[src/rtl/tlb_cam_ctrl.sv]
// Command-side controller for the block-RAM TLB CAM: sequences insert/invalidate/flush
// against the CAM write port, tracks entry validity and serves registered tag->PPN lookups.
module tlb_cam_ctrl #(
   parameter int TAG_WIDTH  = 16,
   parameter int ADDR_WIDTH = 5,
   parameter int PPN_WIDTH  = 16
) (
   input  logic                  clk,
   input  logic                  rst,
   input  logic                  cmd_valid,
   output logic                  cmd_ready,
   input  logic [1:0]            cmd_op,
   input  logic [TAG_WIDTH-1:0]  cmd_tag,
   input  logic [PPN_WIDTH-1:0]  cmd_ppn,
   input  logic [ADDR_WIDTH-1:0] cmd_index,
   input  logic [TAG_WIDTH-1:0]  lookup_tag,
   output logic                  lookup_hit,
   output logic [PPN_WIDTH-1:0]  lookup_ppn,
   output logic                  lookup_stall,
   output logic [ADDR_WIDTH-1:0] cam_write_addr,
   output logic [TAG_WIDTH-1:0]  cam_write_data,
   output logic                  cam_write_enable,
   output logic                  cam_write_delete,
   input  logic                  cam_write_busy,
   output logic                  cam_rst_clr,
   output logic [TAG_WIDTH-1:0]  cam_compare_data,
   input  logic                  cam_match,
   input  logic [ADDR_WIDTH-1:0] cam_match_addr
);

   localparam int ENTRIES = 2 ** ADDR_WIDTH;

   typedef enum logic [2:0] {
      IDLE,
      PROBE_KEY,
      PROBE_SAMPLE,
      ISSUE_WR,
      ISSUE_DEL,
      FLUSH,
      WAIT
   } state_t;

   state_t state, state_next;

   logic [ENTRIES-1:0]    valid;
   logic [ADDR_WIDTH-1:0] rr_ptr;
   logic [TAG_WIDTH-1:0]  lat_tag;
   logic [PPN_WIDTH-1:0]  lat_ppn;
   logic                  wait_first;

   logic [PPN_WIDTH-1:0]  ppn_ram [ENTRIES];
   logic [PPN_WIDTH-1:0]  ppn_rd;

   logic                  accept;
   logic                  probe_hit;
   logic                  hit_next;
   logic                  free_found;
   logic [ADDR_WIDTH-1:0] free_idx;
   logic [ADDR_WIDTH-1:0] target;
   logic                  use_rr;
   logic                  issuing;

   assign cmd_ready        = (state == IDLE) && !cam_write_busy && !rst;
   assign accept           = cmd_valid && cmd_ready;
   assign lookup_stall     = (state == PROBE_KEY) || (state == PROBE_SAMPLE) || (state == ISSUE_WR);
   assign cam_compare_data = ((state == PROBE_KEY) || (state == PROBE_SAMPLE)) ? lat_tag : lookup_tag;

   // Strobes are combinational from state so a reset drops them in the same cycle.
   assign cam_write_enable = (state == ISSUE_WR)  && !cam_write_busy;
   assign cam_write_delete = (state == ISSUE_DEL) && !cam_write_busy;
   assign cam_rst_clr      = (state == FLUSH)     && !cam_write_busy;
   assign issuing          = cam_write_enable || cam_write_delete || cam_rst_clr;

   assign probe_hit = cam_match && valid[cam_match_addr];
   assign hit_next  = probe_hit && !lookup_stall;
   assign lookup_ppn = lookup_hit ? ppn_rd : '0;

   // Lowest free entry: scan from the top so the smallest index wins.
   always_comb begin
      free_found = 1'b0;
      free_idx   = '0;
      for (int i = ENTRIES - 1; i >= 0; i--) begin
         if (!valid[i]) begin
            free_found = 1'b1;
            free_idx   = ADDR_WIDTH'(i);
         end
      end
   end

   always_comb begin
      use_rr = 1'b0;
      target = rr_ptr;
      if (probe_hit) begin
         target = cam_match_addr;
      end else if (free_found) begin
         target = free_idx;
      end else begin
         use_rr = 1'b1;
      end
   end

   always_comb begin
      state_next = state;
      case (state)
         IDLE: begin
            if (accept) begin
               case (cmd_op)
                  2'b00:   state_next = PROBE_KEY;
                  2'b01:   state_next = ISSUE_DEL;
                  2'b10:   state_next = FLUSH;
                  default: state_next = IDLE;
               endcase
            end
         end
         PROBE_KEY:    state_next = PROBE_SAMPLE;
         PROBE_SAMPLE: state_next = ISSUE_WR;
         ISSUE_WR:     if (!cam_write_busy) state_next = WAIT;
         ISSUE_DEL:    if (!cam_write_busy) state_next = WAIT;
         FLUSH:        if (!cam_write_busy) state_next = WAIT;
         WAIT:         if (!wait_first && !cam_write_busy) state_next = IDLE;
         default:      state_next = IDLE;
      endcase
   end

   always_ff @(posedge clk) begin
      if (rst) begin
         state          <= IDLE;
         valid          <= '0;
         rr_ptr         <= '0;
         lat_tag        <= '0;
         lat_ppn        <= '0;
         wait_first     <= 1'b0;
         lookup_hit     <= 1'b0;
         cam_write_addr <= '0;
         cam_write_data <= '0;
      end else begin
         state      <= state_next;
         lookup_hit <= hit_next;
         // The CAM may raise busy only one cycle after a strobe, so WAIT always lingers once.
         wait_first <= issuing;
         case (state)
            IDLE: begin
               if (accept) begin
                  lat_tag <= cmd_tag;
                  lat_ppn <= cmd_ppn;
                  if (cmd_op == 2'b01) begin
                     cam_write_addr <= cmd_index;
                  end
               end
            end
            PROBE_SAMPLE: begin
               cam_write_addr <= target;
               cam_write_data <= lat_tag;
               if (use_rr) begin
                  rr_ptr <= rr_ptr + 1'b1;
               end
            end
            ISSUE_WR:  if (cam_write_enable) valid[cam_write_addr] <= 1'b1;
            ISSUE_DEL: if (cam_write_delete) valid[cam_write_addr] <= 1'b0;
            FLUSH: begin
               if (cam_rst_clr) begin
                  valid  <= '0;
                  rr_ptr <= '0;
               end
            end
            default: ;
         endcase
      end
   end

   // PPN storage kept reset-free so it maps onto block RAM with a registered read.
   always_ff @(posedge clk) begin
      if (cam_write_enable) begin
         ppn_ram[cam_write_addr] <= lat_ppn;
      end
      ppn_rd <= ppn_ram[cam_match_addr];
   end

endmodule

[config.mk]
export PLATFORM = sky130hd
export DESIGN_NAME = tlb_cam_ctrl
export DESIGN_NICKNAME = d
export VERILOG_FILES = /design/src/rtl/tlb_cam_ctrl.sv
export SDC_FILE = /design/constraint.sdc
export NUM_CORES = 1
export LEC_CHECK = 0
export ABC_AREA = 1
export BUFFER_PORTS_ARGS = -buffer_cell sky130_fd_sc_hd__buf_2
export CAP_MARGIN = 20
export CORE_MARGIN = 2
export CORE_UTILIZATION = 66
export CTS_BUF_LIST = sky130_fd_sc_hd__clkbuf_2 sky130_fd_sc_hd__clkbuf_4 sky130_fd_sc_hd__clkbuf_8
export DETAILED_ROUTE_END_ITERATION = 12
export MAX_ROUTING_LAYER = met4
export PLACE_DENSITY = 0.83
export SLEW_MARGIN = 20
export SYNTH_ARGS = -nofsm -noshare
export SYNTH_HDL_FRONTEND = slang
export SYNTH_SLANG_ARGS = --single-unit
[constraint.sdc]
create_clock -name clk -period 4.6 [get_ports clk]
set_input_delay 0.46 -clock clk [delete_from_list [all_inputs] [get_ports clk]]
set_output_delay 0.46 -clock clk [all_outputs]
set_load 0.005 [all_outputs]
==> impl_metrics.toml, run 1 <==
[run_status]
status = "complete, no violations"

[sta]
setup_violations = 0
rsz0062_at_grt = "false"
finalHoldViolations = 0
finalSetupTns_ns = 0
post-route-period-util = 0.662
fmax_ghz = 0.328
finalMaxSlewViolations = 0
tightest_slew_ns = 1.05
finalCriticalPeriod_ns = 3.05
fin_worst_skew_ns = 0.0301
worst_slew_margin_rel = 0.300

[die]
die_height_um = 198
ios = 124
start_util = 0.667
fp.dieArea_um2 = 39400
coreArea_um2 = 37400
die_x_um = 198
placementRows = 71

[clock_network]
cts_repair_resize_count = 0
cts_root_buf = "clkbuf_8"
clockBufferDepth = 3
cts_num_sinks = 623
cts_setup_buffers = 0
cts_tree = "yes"
cts_made_buffers = 92
insertion_delay_ns = 0.66
clk_pin_slew_ns = 0.07
cts-hold-fix-buffers = 0
h-tree-depth = 3

[logic_synthesis]
synth_flop_cell = "edfxtp_1"
synth_warnings = 0
ys_seq_area_frac = 0.705
synth.cell_area_um2 = 24900
synthArstFlopShare = 0
yosys_register_bits = 623
synth_edf_count = 512
synth_area_per_cell_um2 = 11.7
synth_cell_types = 36
syn_inst = 2132
synth_nets = 2201

[power]
power.density_nw_per_um2 = 448
power.share.combinational = 0.119
total_leakage_power_nw = 9.69
swShare = 0.265
ir_worst_vdd_uv = 376
pwr-share-clk = 0.362
internal_power_w = 0.00923
pwr-share-seq = 0.519
p_switching_w = 0.00333

[setup_path]
cp_common_cell = "nor2_1"
cp_slowest_cell = "nand2_1"
worstPathCellList = "nor2_1 -> nor2_1 -> nand2_1 -> mux2_2 -> buf_2"
cp.arrival_ns = 2.59
cpPeakStageDelay_ns = 0.49
worstSetupPathType = "reg -> out"
cp-start-kind = "flip-flop"
critPathCaptureType = "primary output"
required_ns = 4.14
crit_path_max_fanout = 16

[placed_design]
gp_congestion = 0.915
dpl-instance-area_um2 = 26200
io_buffers = 123
dpl.hpwl_um = 37800

[drt]
drtIter0Drc = 2593
drc = 0
ant_nets = 0
first_pass_iters = 6
avgRoutedWirePerCell_um = 23.6
drt_wl_total_um = 66900
via_count = 18524
viasPerCell = 6.53

[layout]
layout.nets = 2320
design_area_um2 = 28100
syn2layout_area_growth_pct = 12.5
drive_gt1_frac = 0.163

[grt]
grt_first_pass_wirelength_um = 99900
antenna_found_initial = 0
track_usage = 0.352
grt_max_degree = 230
grt.overflow.total = 0
grt_pass1_vias = 17763

[job]
maxCapViolations = 0

[worst_hold_path]
hp-class = "in -> reg"
through the flow:
stage	setup slack, ns	utilization	hold slack, ns	total power (W)	instances
2_1_floorplan	1.99	-	0.450	0.00745	2132
3_3_place_gp	1.20	0.700	0.459	0.00804	2668
3_5_place_dp	1.22	0.700	0.472	0.00810	2668
4_1_cts	1.52	0.750	0.0204	0.0125	2837
5_1_grt	1.29	0.750	0.0377	0.0130	2837
6_report	1.55	0.751	0.0564	0.0126	2838
layer usage:
| layer | GRT usage | wire, um | up-vias |
|---|---|---|---|
| met2 | 0.547 | 31500 | 1388 |
| li1 | - | - | 8080 |
| met4 | 0.145 | 2570 | 0 |
| met5 | - | 0 | - |
| met1 | 0.455 | 24300 | 8829 |
| met3 | 0.0793 | 8500 | 227 |
worst paths after layout:
check | depth (start not counted) | slack (ns) | startpoint | endpoint
hold reg to reg | 2 | 0.49 | cam_write_data[1] | cam_write_data[1]
hold / removal | 3 | 0.06 | cmd_tag[15] | lat_tag[15]
setup reg to reg | 7 | 1.56 | state[2] | valid[10]
setup / recovery | 5 | 1.55 | state[0] | cam_compare_data[3]
power groups by stage:
| stage | sequential, W | clock [W] | combinational (W) |
|---|---|---|---|
| final | 0.00652 | 0.00454 | 0.00150 |
| after global placement | 0.00662 | 0 | 0.00142 |
| after floorplan | 0.00658 | 0 | 0.000874 |
| after global routing | 0.00654 | 0.00480 | 0.00163 |
| after CTS | 0.00651 | 0.00455 | 0.00147 |
| after detailed placement | 0.00663 | 0 | 0.00146 |
registers in the layout (all words and copies together), names as in the netlist:
name            count
valid              32
cam_write_data     16
rr_ptr              5
state               3
lat_ppn            16
cam_write_addr      5
ppn_ram           512
lat_tag            16
wait_first          1
ppn_rd             16
lookup_hit          1
critical path, delay by kind of cell, from the launching register on:
kind / cells / cell delay (ns)
simple gates: 3 / 0.88
flops: 1 / 0.44
mux: 1 / 0.47
buf+inv: 1 / 0.13
logic make-up after synthesis:
| logic type | count (synthesis) | synth area share |
|---|---|---|
| AOI/OAI and AO/OA | 612 | 0.147 |
| adders and majority gates | 4 | 0.00201 |
| buffers and inverters | 224 | 0.0350 |
| DFF | 623 | 0.705 |
| muxes | 16 | 0.00722 |
| and+or+nand+nor | 653 | 0.103 |
area by class of cell:
cell class / instances / area (um2)
flip-flops and latches: 623 / 17600
fillers: 2321 / 9330
multi-input cells: 1285 / 6580
clock buffers: 130 / 1630
repair buffers: 174 / 1060
well taps: 511 / 639
inverters: 75 / 288
clock inverters: 39 / 258
diodes: 1 / 2.50
synthesized netlist by cell type (all sizes together) (2+ instances only):
cell type	n	share of area
a31oi	21	0.0055
o221ai	100	0.035
o211ai	10	0.0030
o21ai	362	0.073
dfxtp	111	0.089
clkbuf	134	0.020
clkinv	4	0.00060
a211oi	24	0.0072
nor3	28	0.0056
nand2	96	0.015
ha	4	0.0020
nand4	2	0.00050
nor4	2	0.00050
mux2	16	0.0072
buf	14	0.0031
o22ai	37	0.0093
a32oi	14	0.0049
nand3	50	0.010
a21oi	39	0.0080
a221oi	3	0.0011
nor2	473	0.071
inv	71	0.011
edfxtp	512	0.62
cells in the final DEF (no fill, tap or decap), types with 2 or more instances in the layout:
master     netlist  routed
o211ai_1        10      10
clkbuf_8         0     105
o221ai_1       100     100
mux2_2          16      16
buf_4            1      48
nand4_1          2       2
clkbuf_4         0      25
nor4_1           2       2
a211oi_1        24      24
inv_6            0       2
o21ai_0        361     361
bufinv_16        0       3
edfxtp_1       512     512
inv_2            2       3
dfxtp_1        111     101
buf_12           0       4
nor2_1         473     473
buf_2           10     121
a31oi_1         20      20
ha_1             4       4
a21oi_1         38      38
clkinv_1         4      23
inv_1           69      67
a32oi_1         14      14
clkinv_2         0      14
nor3_1          28       6
nand2_1         95      95
nand3_1         50      50
o22ai_1         37      37
dfxtp_2          0      10
nor3_2           0      22
a221oi_1         3       3
(Power assumes the default switching activity.)
==> run 2, diff against run 1 <==
--- a/config.mk
+++ b/config.mk
@@ -5,15 +5,15 @@
 export SDC_FILE = /design/constraint.sdc
 export NUM_CORES = 1
 export LEC_CHECK = 0
-export ABC_AREA = 1
+export ABC_AREA = 0
 export BUFFER_PORTS_ARGS = -buffer_cell sky130_fd_sc_hd__buf_2
 export CAP_MARGIN = 20
 export CORE_MARGIN = 2
-export CORE_UTILIZATION = 66
+export CORE_UTILIZATION = 57
 export CTS_BUF_LIST = sky130_fd_sc_hd__clkbuf_2 sky130_fd_sc_hd__clkbuf_4 sky130_fd_sc_hd__clkbuf_8
 export DETAILED_ROUTE_END_ITERATION = 12
 export MAX_ROUTING_LAYER = met4
-export PLACE_DENSITY = 0.83
+export PLACE_DENSITY = 0.76
 export SLEW_MARGIN = 20
 export SYNTH_ARGS = -nofsm -noshare
 export SYNTH_HDL_FRONTEND = slang
==> constraint.sdc (replaced) <==
create_clock -name clk -period 2.6 [get_ports clk]
set_input_delay 0.26 -clock clk [delete_from_list [all_inputs] [get_ports clk]]
set_output_delay 0.26 -clock clk [all_outputs]
set_load 0.005 [all_outputs]
==> run 2 against run 1 <==
Final cell count decreased by 19%. Synthesized cell count decreased by 36%. Clock-buffer cell count increased by 4. Highest routed layer unchanged.
==> impl_metrics.toml, run 2 <==
[layout]
layout.nets = 1706
layout_commonest_cell = "edfxtp_1"
design_area_um2 = 29300
instances_no_fill = 2301
mostFrequentLayoutCells = "edfxtp_1 (512), mux4_2 (167), nand2_1 (124)"
top_regs = "ppn_ram x512, valid x32"
drive_gt1_frac = 0.374
syn2layout_area_growth_pct = 18.8
regMostFlops = "ppn_ram"
largest_reg_flops = 512

[grt]
grt_max_degree = 64
grt_pass1_vias = 14137
track_usage = 0.274
grt_first_pass_wirelength_um = 86600
antenna_found_initial = 1
grt.overflow.total = 0

[placed_design]
gp_congestion = 0.975
dpl-instance-area_um2 = 27000
dpl.hpwl_um = 34300
placed_cells = 2085
io_buffers = 123

[logic_synthesis]
ys_seq_area_frac = 0.713
synth_area_per_cell_um2 = 18.1
yosys_register_bits = 623
synth_flop_cell = "edfxtp_1"
synthArstFlopShare = 0
synth_most_common_cell = "edfxtp_1"
synth_nets = 1435
synth.cell_area_um2 = 24700
synthTopCellsByArea = "edfxtp_1 (62%), mux4_2 (15%), dfxtp_1 (9.0%), nand2_1 (1.9%), mux2_2 (1.5%)"
synth_edf_count = 512
synth_cell_types = 64
synth_common_cells = "edfxtp_1 (512), mux4_2 (167), nand2_1 (124)"
syn_inst = 1366
synth_warnings = 0
yosysTopAreaCell = "edfxtp_1"
yosysTopAreaCellShare = 0.623

[sta]
fin_worst_skew_ns = 0.0203
post-route-period-util = 0.933
hold_ws_ns = 0.0373
finalHoldViolations = 0
setup_violations = 0
tightest_slew_ns = 1.05
rsz0062_at_grt = "false"
finalSetupTns_ns = 0
fmax_ghz = 0.412
worst_slew_margin_rel = 0.301
finalMaxSlewViolations = 0
finalCriticalPeriod_ns = 2.43

[setup_path]
required_ns = 3.12
worstSetupPathType = "reg -> reg"
worstPathCellList = "mux4_2 -> mux2i_1 -> a221oi_2 -> nand2_2 -> o21ai_1 -> o22ai_1 -> dlygate4sd3_1"
crit_path_max_fanout = 6
cp.arrival_ns = 2.94
cp_slowest_cell = "dlygate4sd3_1"
cpPeakStageDelay_ns = 0.58
cp-start-kind = "flip-flop"
critPathCaptureType = "flip-flop"

[clock_network]
cts_root_buf = "clkbuf_8"
cts_tree = "yes"
h-tree-depth = 3
clk_pin_slew_ns = 0.06
cts_made_buffers = 96
cts_num_sinks = 623
clockBufferDepth = 3
insertion_delay_ns = 0.65

[die]
die_height_um = 212
coreArea_um2 = 42900
placementRows = 76
fp.dieArea_um2 = 45000
die_x_um = 212
start_util = 0.575
ios = 124

[drt]
drtIter0Drc = 1565
avgRoutedWirePerCell_um = 25.1
ant_nets = 0
via_count = 14133
first_pass_iters = 5
drc = 0
drt_wl_total_um = 57800
viasPerCell = 6.14

[job]
maxCapViolations = 0

[power]
total_leakage_power_nw = 9.74
power.density_nw_per_um2 = 695
ir_worst_vdd_uv = 405
p_total_w = 0.0204

[worst_hold_path]
hp-class = "in -> reg"

[run_status]
status = "complete, no violations"
run 2: cell count changes in the layout (fill, tap and decap cells not counted), moves of 29 or more:
cell,delta
nor2_1,-428
o21ai_0,-350
mux4_2,+167
o221ai_1,-99
inv_1,-56
buf_12,+42
dlygate4sd3_1,+36
o22ai_1,-36
nand3_1,-34
nor2_2,+32
nand2_1,+29
run 2: cell type report:
class / instances / area [um2]
Timing Repair Buffer: 249 / 2240
Sequential cell: 623 / 17600
Fill cell: 2642 / 13600
Antenna cell: 1 / 2.50
Clock inverter: 42 / 270
Clock buffer: 134 / 1670
Multi-Input combinational cell: 654 / 6760
Tap cell: 585 / 732
Inverter: 13 / 48.8
run 2: metrics by stage:
| stage | worst slack, ns | utilization |
|---|---|---|
| after floorplan | 0.142 | - |
| after global placement | 0.273 | 0.629 |
| after detailed placement | 0.254 | 0.629 |
| after CTS | 0.0940 | 0.683 |
| after global routing | 0.0509 | 0.684 |
| final | 0.173 | 0.684 |
run 2: report_power, final:
group          switching [W]  internal [W]
clock network        0.00366       0.00445
logic               0.000658      0.000623
registers           0.000148        0.0109
total                0.00446        0.0159
run 2: metal layers:
metal  GRT usage  vias to the layer above  wire length [um]
li1            -                     6033                 -
met3      0.0442                      103              5350
met1       0.374                     7233             22400
met2       0.438                      764             28900
met4      0.0729                        0              1160
met5           -                        -                 0
run 2: worst paths after layout:
check	start	slack [ns]	cells past startpoint	to
max reg2reg	valid[18]	0.17	7	cam_write_addr[1]
min	cmd_index[0]	0.04	4	cam_write_addr[0]
max	valid[18]	0.17	7	cam_write_addr[1]
min reg2reg	cam_write_data[6]	0.45	2	cam_write_data[6]
run 2: logic make-up (layout without fill, tap and decap cells):
logic type	Yosys count	after routing	share of synthesized area
simple gates	298	298	0.0549
buf+inv	89	438	0.0172
other cells	0	1	0
flops	623	623	0.713
mux	204	204	0.170
xor+xnor	5	5	0.00177
compound gates	143	143	0.0409
fa+ha+maj	4	4	0.00203
run 2: critical path: cells and delay by family (launching register included):
kind | cells | cell delay, ns
simple gates | 1 | 0.16
flops | 1 | 0.47
mux | 2 | 0.43
compound gates | 3 | 0.68
buf+inv | 1 | 0.58
run 2: what timing repair did:
item                       in CTS  in global routing
setup endpoints to repair       0                  1
hold endpoints to repair       35                  0
buffers inserted                0                  3
resized for setup               0                  4
hold buffers                   36                  0
==> run 3, diff against run 2 <==
--- a/config.mk
+++ b/config.mk
@@ -9,11 +9,11 @@
 export BUFFER_PORTS_ARGS = -buffer_cell sky130_fd_sc_hd__buf_2
 export CAP_MARGIN = 20
 export CORE_MARGIN = 2
-export CORE_UTILIZATION = 57
+export CORE_UTILIZATION = 63
 export CTS_BUF_LIST = sky130_fd_sc_hd__clkbuf_2 sky130_fd_sc_hd__clkbuf_4 sky130_fd_sc_hd__clkbuf_8
 export DETAILED_ROUTE_END_ITERATION = 12
 export MAX_ROUTING_LAYER = met4
-export PLACE_DENSITY = 0.76
+export PLACE_DENSITY = 0.8
 export SLEW_MARGIN = 20
 export SYNTH_ARGS = -nofsm -noshare
 export SYNTH_HDL_FRONTEND = slang
==> constraint.sdc (replaced) <==
create_clock -name clk -period 2.5 [get_ports clk]
set_input_delay 0.25 -clock clk [delete_from_list [all_inputs] [get_ports clk]]
set_output_delay 0.25 -clock clk [all_outputs]
set_load 0.005 [all_outputs]
==> run 3 against run 2 <==
Sequential share of layout area is 0.30 points higher. Non-clock buffer count fell by 8. Power up 4.1%. First-iteration DRC count rose by 6.4%. Largest power group unchanged. Critical endpoint is now cam_compare_data[10].
==> impl_metrics.toml, run 3 (same netlist as run 2, synthesis figures left out) <==
[layout]
mostFrequentLayoutCells = "edfxtp_1 (512), mux4_2 (167), nand2_1 (124)"
top_regs = "ppn_ram x512, valid x32"
drive_gt1_frac = 0.367
layout_commonest_cell = "edfxtp_1"
regMostFlops = "ppn_ram"
layout.nets = 1696
largest_reg_flops = 512
postLayoutCoreUtil = 0.755
syn2layout_area_growth_pct = 18.2

[clock_network]
cts_root_buf = "clkbuf_8"
cts_num_sinks = 623
cts_tree = "yes"
cts_made_buffers = 94
clockBufferDepth = 3
clk_pin_slew_ns = 0.06
cts_setup_buffers = 0
cts-hold-fix-buffers = 37
cts_repair_resize_count = 0
insertion_delay_ns = 0.67
h-tree-depth = 3

[drt]
first_pass_iters = 6
avgRoutedWirePerCell_um = 26.3
drt_wl_total_um = 58700
drtIter0Drc = 1665
drc = 0
viasPerCell = 6.42
ant_nets = 0
via_count = 14308

[power]
power.share.combinational = 0.064
power.density_nw_per_um2 = 727
pwr-share-seq = 0.538
internal_power_w = 0.0166
total_leakage_power_nw = 9.71
p_total_w = 0.0212
swShare = 0.220
pwr-share-clk = 0.398
ir_worst_vdd_uv = 504
p_switching_w = 0.00467

[setup_path]
reg2reg_to = "ppn_ram[0][1]"
cp.arrival_ns = 2.10
cp-start-kind = "flip-flop"
worstSetupPathType = "reg -> out"
reg2reg_depth = 5
worstPathCellList = "buf_4 -> xnor2_1 -> nor2_1 -> buf_4 -> mux2_2 -> buf_2"
critPathCaptureType = "primary output"
r2r-start = "state[2]"
cpPeakStageDelay_ns = 0.37
required_ns = 2.25
cp_common_cell = "buf_4"
cp_slowest_cell = "mux2_2"
crit_path_max_fanout = 16
rrSetupSlack_ns = 0.25

[sta]
finalCriticalPeriod_ns = 2.35
finalHoldViolations = 0
tightest_slew_ns = 1.05
fin_worst_skew_ns = 0.0186
fmax_ghz = 0.426
finalMaxSlewViolations = 0
finalSetupTns_ns = 0
rsz0062_at_grt = "false"
post-route-period-util = 0.940
worst_slew_margin_rel = 0.300
setup_violations = 0

[worst_hold_path]
hp-class = "in -> reg"
holdCritStartpoint = "cam_match_addr[2]"
whs_path_depth = 3
hold_end = "cam_write_addr[2]"

[die]
fp.dieArea_um2 = 40800
coreArea_um2 = 38600
die_x_um = 202
ios = 124
die_height_um = 202
start_util = 0.639
placementRows = 72

[grt]
antenna_found_initial = 4
grt_max_degree = 64
grt_first_pass_wirelength_um = 87600
grt.overflow.total = 0
grt_pass1_vias = 14547
track_usage = 0.306

[placed_design]
io_buffers = 123
dpl.hpwl_um = 34700
gp_congestion = 0.894

[job]
maxCapViolations = 0

[run_status]
status = "complete, no violations"
## run 3: cell count changes in the layout (fill, tap and decap cells not counted), sizes merged
| cell | change |
|---|---|
| buf | -9 |
| bufinv | -2 |
| clkbuf | +10 |
| clkinv | -7 |
| diode | +1 |
| dlygate4sd3 | +1 |
| inv | +1 |
## run 3: routing by layer
layer | wire length [um] | global-route usage | vias up
met5 | 0 | - | -
met4 | 2150 | 0.129 | 0
met3 | 6100 | 0.0597 | 145
met1 | 21700 | 0.401 | 7170
li1 | - | - | 6033
met2 | 28700 | 0.477 | 960
## run 3: layout make-up
class	count	area, um2
inverter	13	48.8
timing repair buffer	241	2180
sequential	623	17600
clock buffer	144	1760
clock inverter	34	203
tap	518	648
fill	2050	9470
multi-input combinational	654	6720
antenna	2	5.00
## run 3: through the flow
stage	area, um2	hold slack (ns)	cells	setup slack (ns)
floorplan	24700	0.386	1366	0.0417
global placement	26800	0.439	2012	0.125
detailed placement	26800	0.445	2012	0.0775
CTS	29200	0.0292	2227	0.109
global route	29200	0.0393	2229	0.0351
finish	29200	0.0546	2229	0.151
## run 3: how the worst max path moves through the flow
| stage | from | end |
|---|---|---|
| after floorplan | cam_write_addr[4] | ppn_ram[19][0] |
| after global placement | cam_match_addr[0] | ppn_rd[8] |
| after detailed placement | cam_match_addr[0] | ppn_rd[8] |
| after CTS | state[0] | cam_compare_data[13] |
| after global routing | state[0] | cam_compare_data[10] |
| final | state[0] | cam_compare_data[10] |
## run 3: critical path, delay by kind of cell (launching register included)
family / cells / cell delay (ns)
simple gates: 1 / 0.09
buf+inv: 3 / 0.55
mux: 1 / 0.37
xor+xnor: 1 / 0.12
flops: 1 / 0.31
## run 3: power groups by stage
stage	logic (W)	clock network [W]	registers, W
2_1_floorplan	0.000830	0	0.0116
3_3_place_gp	0.00126	0	0.0116
3_5_place_dp	0.00130	0	0.0116
4_1_cts	0.00135	0.00856	0.0114
5_1_grt	0.00145	0.00899	0.0114
6_report	0.00136	0.00845	0.0114
